$ cat src/rtl/seq_multiplier.sv
// Sequential shift-add multiplier: one operand pair per start, product after WIDTH RUN cycles.
// Optional two's-complement mode when SIGNED_MULT_EN is defined.
module seq_multiplier #(
  parameter int unsigned WIDTH = 8
) (
  input  logic               clk,
  input  logic               rst_n,
  input  logic               start,
  input  logic [WIDTH-1:0]   a,
  input  logic [WIDTH-1:0]   b,
  output logic               busy,
  output logic               done,
  output logic [2*WIDTH-1:0] product
);

  localparam int unsigned PW = 2 * WIDTH;
  localparam int unsigned CW = $clog2(WIDTH + 1);

  typedef enum logic [1:0] {IDLE, RUN, DONE} state_t;

  state_t          state, state_nx;
  logic [PW-1:0]   mcand, mcand_nx;
  logic [PW-1:0]   acc, acc_nx;
  logic [PW-1:0]   addend;
  logic [PW-1:0]   product_nx;
  logic [WIDTH-1:0] mplier, mplier_nx;
  logic [CW-1:0]   cnt, cnt_nx;
  logic            busy_nx, done_nx;

  // State and datapath registers
  always_ff @(posedge clk or negedge rst_n) begin
    if (!rst_n) begin
      state   <= IDLE;
      mcand   <= '0;
      acc     <= '0;
      mplier  <= '0;
      cnt     <= '0;
      product <= '0;
      busy    <= 1'b0;
      done    <= 1'b0;
    end else begin
      state   <= state_nx;
      mcand   <= mcand_nx;
      acc     <= acc_nx;
      mplier  <= mplier_nx;
      cnt     <= cnt_nx;
      product <= product_nx;
      busy    <= busy_nx;
      done    <= done_nx;
    end
  end

  // Next-state, datapath step and registered-output next values
  always_comb begin
    state_nx   = state;
    mcand_nx   = mcand;
    acc_nx     = acc;
    mplier_nx  = mplier;
    cnt_nx     = cnt;
    product_nx = product;
    busy_nx    = 1'b0;
    done_nx    = 1'b0;
    addend     = mplier[0] ? mcand : '0;

    case (state)
      IDLE, DONE: begin
        if (start) begin
`ifdef SIGNED_MULT_EN
          mcand_nx = {{WIDTH{a[WIDTH-1]}}, a};
`else
          mcand_nx = PW'(a);
`endif
          mplier_nx = b;
          acc_nx    = '0;
          cnt_nx    = CW'(WIDTH);
          state_nx  = RUN;
          busy_nx   = 1'b1;
        end
      end
      RUN: begin
`ifdef SIGNED_MULT_EN
        // The last multiplier bit carries negative weight in two's complement
        if (cnt == CW'(1)) acc_nx = acc - addend;
        else               acc_nx = acc + addend;
`else
        acc_nx = acc + addend;
`endif
        mcand_nx  = mcand << 1;
        mplier_nx = mplier >> 1;
        cnt_nx    = cnt - CW'(1);
        if (cnt == CW'(1)) begin
          state_nx   = DONE;
          done_nx    = 1'b1;
          product_nx = acc_nx;
        end else begin
          busy_nx = 1'b1;
        end
      end
      default: state_nx = IDLE;
    endcase
  end

endmodule

$ cat config.mk
export PLATFORM = sky130hd
export DESIGN_NAME = seq_multiplier
export DESIGN_NICKNAME = d
export VERILOG_FILES = /design/src/rtl/seq_multiplier.sv
export SDC_FILE = /design/constraint.sdc
export NUM_CORES = 1
export LEC_CHECK = 0
export CAP_MARGIN = 5
export CORE_MARGIN = 1
export CORE_UTILIZATION = 40
export DETAILED_ROUTE_END_ITERATION = 7
export GPL_ROUTABILITY_DRIVEN = 0
export GPL_TIMING_DRIVEN = 0
export PLACE_DENSITY_LB_ADDON = 0.15
export SLEW_MARGIN = 30
export SYNTH_ARGS = -nofsm -noshare
export SYNTH_HDL_FRONTEND = slang
export SYNTH_SLANG_ARGS = --single-unit
$ cat constraint.sdc
create_clock -name clk -period 4 [get_ports clk]
set_input_delay 0.6 -clock clk [delete_from_list [all_inputs] [get_ports clk]]
set_output_delay 0.6 -clock clk [all_outputs]
set_load 0.03 [all_outputs]
* Word level (Yosys, flattened, before mapping)
Cells that the tools add are included.
** Storage, ports and cells
- Register bits :: 64
- Bits of input ports :: 19
- Output and inout port bits :: 18
- Logic and storage cells :: 38
** Operators by class
- Add/subtract/negate cells :: 2
- Equal/unequal tests :: 5
- Mux-type cells :: 17
- Reductions and logical operators :: 6
** Operator list (number)
- case mux 16 bit (2 select lines) :: 2
- two-way mux 16 bit :: 3
- adder 16 bit :: 1
- case mux 8 bit (2 select lines) :: 1
- two-way mux 8 bit :: 1
- case mux 4 bit (2 select lines) :: 1
- AND reduction 2 bit :: 3
- == test 4 x 1 -> 1 bit (second input constant) :: 1
- two-way mux 1 bit :: 4
- two-way mux 2 bit :: 2
- two-way mux 4 bit :: 1
- inequality test 2 bit (second input constant) :: 2
- case mux 2 bit (2 select lines) :: 1
- subtractor 4 x 1 -> 4 bit (second input constant) :: 1
- == test 2 x 1 -> 1 bit (second input constant) :: 1
- == test 2 bit (second input constant) :: 1
- logical NOT 2 bit :: 1
- case mux 1 bit (2 select lines) :: 1
- nonzero test 2 bit :: 1
- OR reduction 2 bit :: 1

* Longest topological paths before layout
- Word-level depth :: 4
- Mapped depth :: 10

* Worst setup path before layout
No wires, ideal clock.
- Kind :: flip-flop to flip-flop
- From :: register mplier[0]
- To :: register product[8]
- Setup time :: 125 ps
- Data arrival time :: 2484 ps
- Slack :: 1391 ps
- Cell stages (with the launch flop) :: 11
- Path buffers :: 1
- Cell sequence :: dfrtp_1 clkbuf_1 and2_1 ha_1 fa_1 a21o_1 a221oi_2 nor2_1 a21o_1 xor2_1 mux2_2
** Between the ends
- Longest elaborated chain between the ends :: 2
** RTL lines
- start, declared :: RTL line 26 : logic [WIDTH-1:0] mplier, mplier_nx;
- start signal, assigned :: RTL line 45 : mplier <= mplier_nx;
- two-way mux 16 bit :: RTL line 63 : addend = mplier[0] ? mcand : '0;
- adder 16 bit :: RTL line 86 : acc_nx = acc + addend;
- end signal, assigned :: RTL line 47 : product <= product_nx;
- end, declared :: RTL line 13 : output logic [2*WIDTH-1:0] product
Every way passes these cells.
A chain may end at the register's enable or synchronous reset.

* Worst setup path in the final report
Same ends and word-level chain as after synthesis.

==> impl_metrics.json <==
{
  "grt_pass1_wl_um": 12500,
  "nFillCells": 750,
  "cts_hold_buf": 0,
  "grt_usage": 0.189,
  "postSynth.asyncResetShare": 1.00,
  "crit-reg2reg-launch": "mplier[0]",
  "rsz0062_at_grt": "no",
  "post_cts_resized": 0,
  "synth_compound_area_frac": 0.216,
  "critPathSlowestCell": "dfrtp_1",
  "vias_per_cell": 5.33,
  "drive_gt1_frac": 0.112,
  "startpoint": "mplier[0]",
  "wl_um": 7550,
  "insertedDiodeCount": 0,
  "cp_cell_sequence": "clkbuf_1, and2_1, ha_1, fa_1, a21o_1, a221oi_2, nor2_1, a21o_1, xor2_1, mux2_2",
  "core_um2": 7850,
  "cp_top_family": "compound AO/OA/AOI/OAI gates",
  "antenna_found_initial": 0,
  "status": "finished clean",
  "cp.required_ns": 4.23,
  "cts_buffer_depth": 2,
  "synth_ff_type": "dfrtp_1",
  "ioPinCount": 37,
  "grt_max_degree": 38,
  "cp-end-kind": "flip-flop",
  "yosysWarnings": 0,
  "reg2reg_depth": 10,
  "cp_num_buf_inv": 1,
  "r2r-end": "product[8]",
  "synthMuxAreaShare": 0.0408,
  "fin_crit_sh": 0.768,
  "critPathKind": "flip-flop to flip-flop",
  "drc_errors": 0,
  "ys_types": 46,
  "synthAdderAreaFrac": 0.0703,
  "multi_input_area_um2": 1620,
  "fin_nets": 397,
  "max_stage_delay_ns": 0.48,
  "overflow": 0,
  "post_drt_wl_per_cell_um": 16.2,
  "setup_viol": 0,
  "portBuffers": 36,
  "yosys.area_share.xor_xnor": 0.0385,
  "start_kind": "flip-flop",
  "synth_top_family_by_area": "compound AO/OA/AOI/OAI gates",
  "grt_pass1_vias": 2544,
  "syn_nets": 349,
  "worst_ep_arrival_time_ns": 3.31,
  "drv_cap": 0,
  "antenna_left": 0,
  "clock_sinks": 64,
  "p_per_area_nw_per_um2": 858,
  "start_util": 0.422,
  "cp.depth": 10,
  "layout_min_cycle_time_ns": 3.07,
  "die_w_um": 93.0,
  "post_cts_buffers": 0,
  "htreeDepth": 3,
  "fin_setup_tns_ns": 0,
  "tightest_slew_ns": 0.638,
  "clock_latency_ns": 0.35,
  "ys_ff_latch": 64,
  "synth-seq-area-share": 0.484,
  "crit_path_end": "product[8]",
  "slew_violations": 0,
  "synth-edff-count": 0,
  "chipHeight_um": 93.0,
  "cpMostUsedCell": "a21o_1",
  "dp_cells": 451,
  "netlist_instances": 312,
  "fp-row-count": 32,
  "syn_area_per_cell_um2": 10.6,
  "synth-simple-area-share": 0.122,
  "area_growth_pct": 21.5,
  "first_pass_iters": 4,
  "max-slew-margin-rel": 0.575,
  "irDropWorstVdd_uv": 357,
  "fp.dieArea_um2": 8640,
  "fmax_mhz": 326,
  "fin_skew_ns": 0.0113,
  "regArea_um2": 1600,
  "dr.first_iter.drc_count": 97,
  "power.leakage_uw": 0.00188,
  "cts_buffers": 9,
  "hold_viol": 0,
  "instances_no_fill": 467,
  "clkTransAtPathRegs_ns": 0.08,
  "dp_hpwl_um": 5350,
  "critPathMaxFanout": 10,
  "min_path_type": "input port to asynchronous set/reset pin",
  "cts_tree": "built",
  "dr_total_vias": 2491,
  "syn_area_um2": 3310,
  "root_buffer": "clkbuf_8",
  "ff2ff_setup_slack_ns": 0.93
}
sequential cells by signal (all words and copies together) (netlist names):
signal,flops
state,2
product,16
acc,16
done,1
cnt,4
mplier,8
busy,1
mcand,16
area by class of cell:
type	instances	share of cell area
Buffer	15	0.0156
Inverter	8	0.00747
Multi-Input combinational cell	225	0.402
Sequential cell	64	0.398
Timing Repair Buffer	37	0.0939
Clock inverter	6	0.0171
Clock buffer	10	0.0342
Tap cell	102	0.0317
cell usage in the layout (no fill, tap or decap), drive strengths merged, types with 5 or more instances in the layout:
cell / instances
xnor2: 9
o21ai: 13
o211ai: 6
nor2: 5
dfrtp: 64
a21oi: 10
clkdlybuf4s50: 35
and2: 15
inv: 7
buf: 5
a22oi: 14
clkinv: 5
nand3: 5
nand2b: 5
a21o: 6
a22o: 23
ha: 17
mux2: 12
clkbuf: 22
a211oi: 5
nand2: 50
synthesized netlist by cell type, types with 2 or more instances:
cell / number / area [um^2]
xnor2_1: 9 / 78.8
clkbuf_1: 12 / 45.0
buf_2: 2 / 10.0
nor2_1: 5 / 18.8
nand2b_1: 5 / 31.3
a22o_1: 23 / 201
inv_1: 7 / 26.3
o211ai_1: 6 / 45.0
a211oi_1: 5 / 37.5
o2111ai_1: 2 / 17.5
nand2_1: 49 / 184
o21ai_0: 12 / 60.1
a31oi_1: 3 / 18.8
a21oi_1: 9 / 45.0
mux2_2: 12 / 135
a21o_1: 6 / 45.0
ha_1: 17 / 213
a22oi_1: 14 / 105
o21a_1: 3 / 22.5
nor2b_1: 2 / 12.5
xor2_1: 3 / 26.3
dfrtp_1: 64 / 1600
nand3_1: 5 / 25.0
and2_1: 15 / 93.8
per-layer routing:
| metal | global-route usage | part of all wire | vias to the layer above |
|---|---|---|---|
| li1 | - | - | 1227 |
| met1 | 0.263 | 0.51 | 1208 |
| met2 | 0.289 | 0.44 | 45 |
| met3 | 0.0366 | 0.032 | 11 |
| met4 | 0.0808 | 0.017 | 0 |
| met5 | 0 | 0 | - |
worst min-delay path by stage:
| stage | from | endpoint | slack [ns] | depth (start not counted) |
|---|---|---|---|---|
| CTS | rst_n | product[8] | 0.17 | 1 |
| global placement | mplier[2] | mplier[2] | 0.46 | 2 |
| detailed placement | product[0] | product[0] | 0.46 | 2 |
| floorplan | rst_n | acc[0] | 0.30 | 0 |
| finish | rst_n | product[12] | 0.17 | 1 |
| global route | rst_n | product[8] | 0.19 | 1 |
kinds of logic after synthesis:
family,after synthesis
AO/OA/AOI/OAI,95
XOR/XNOR,13
adder cells (fa/ha/maj),18
buffers and inverters,23
flip-flops,64
multiplexers,12
AND/OR/NAND/NOR,87
where the power goes:
group	internal (uW)	leakage (uW)	switching (uW)
clock	307	0.000102	270
combinational	746	0.000963	1000
sequential	940	0.000810	187
total	1990	0.00188	1460
worst register-to-register path: stages, from the launching register on:
cell and delay [ns]:
dfrtp_1 0.48, clkbuf_1 0.23, and2_1 0.19, ha_1 0.22
fa_1 0.42, a21o_1 0.22, a221oi_2 0.40, nor2_1 0.13
a21o_1 0.21, xor2_1 0.18, mux2_2 0.28
per-stage QoR:
| stage | area (um^2) | worst slack [ns] | utilization | total power (uW) | hold WS, ns |
|---|---|---|---|---|---|
| 6_report | 4020 | 0.929 | 0.513 | 3450 | 0.172 |
| 5_1_grt | 4020 | 0.778 | 0.513 | 3710 | 0.195 |
| 4_1_cts | 4020 | 0.982 | 0.513 | 3480 | 0.171 |
| 3_5_place_dp | 3820 | 0.986 | 0.486 | 2890 | 0.463 |
| 3_3_place_gp | 3800 | 0.0940 | 0.484 | 2850 | 0.459 |
| 2_1_floorplan | 3310 | 1.39 | - | 2360 | 0.304 |
Power figures use the tool's default switching activity.
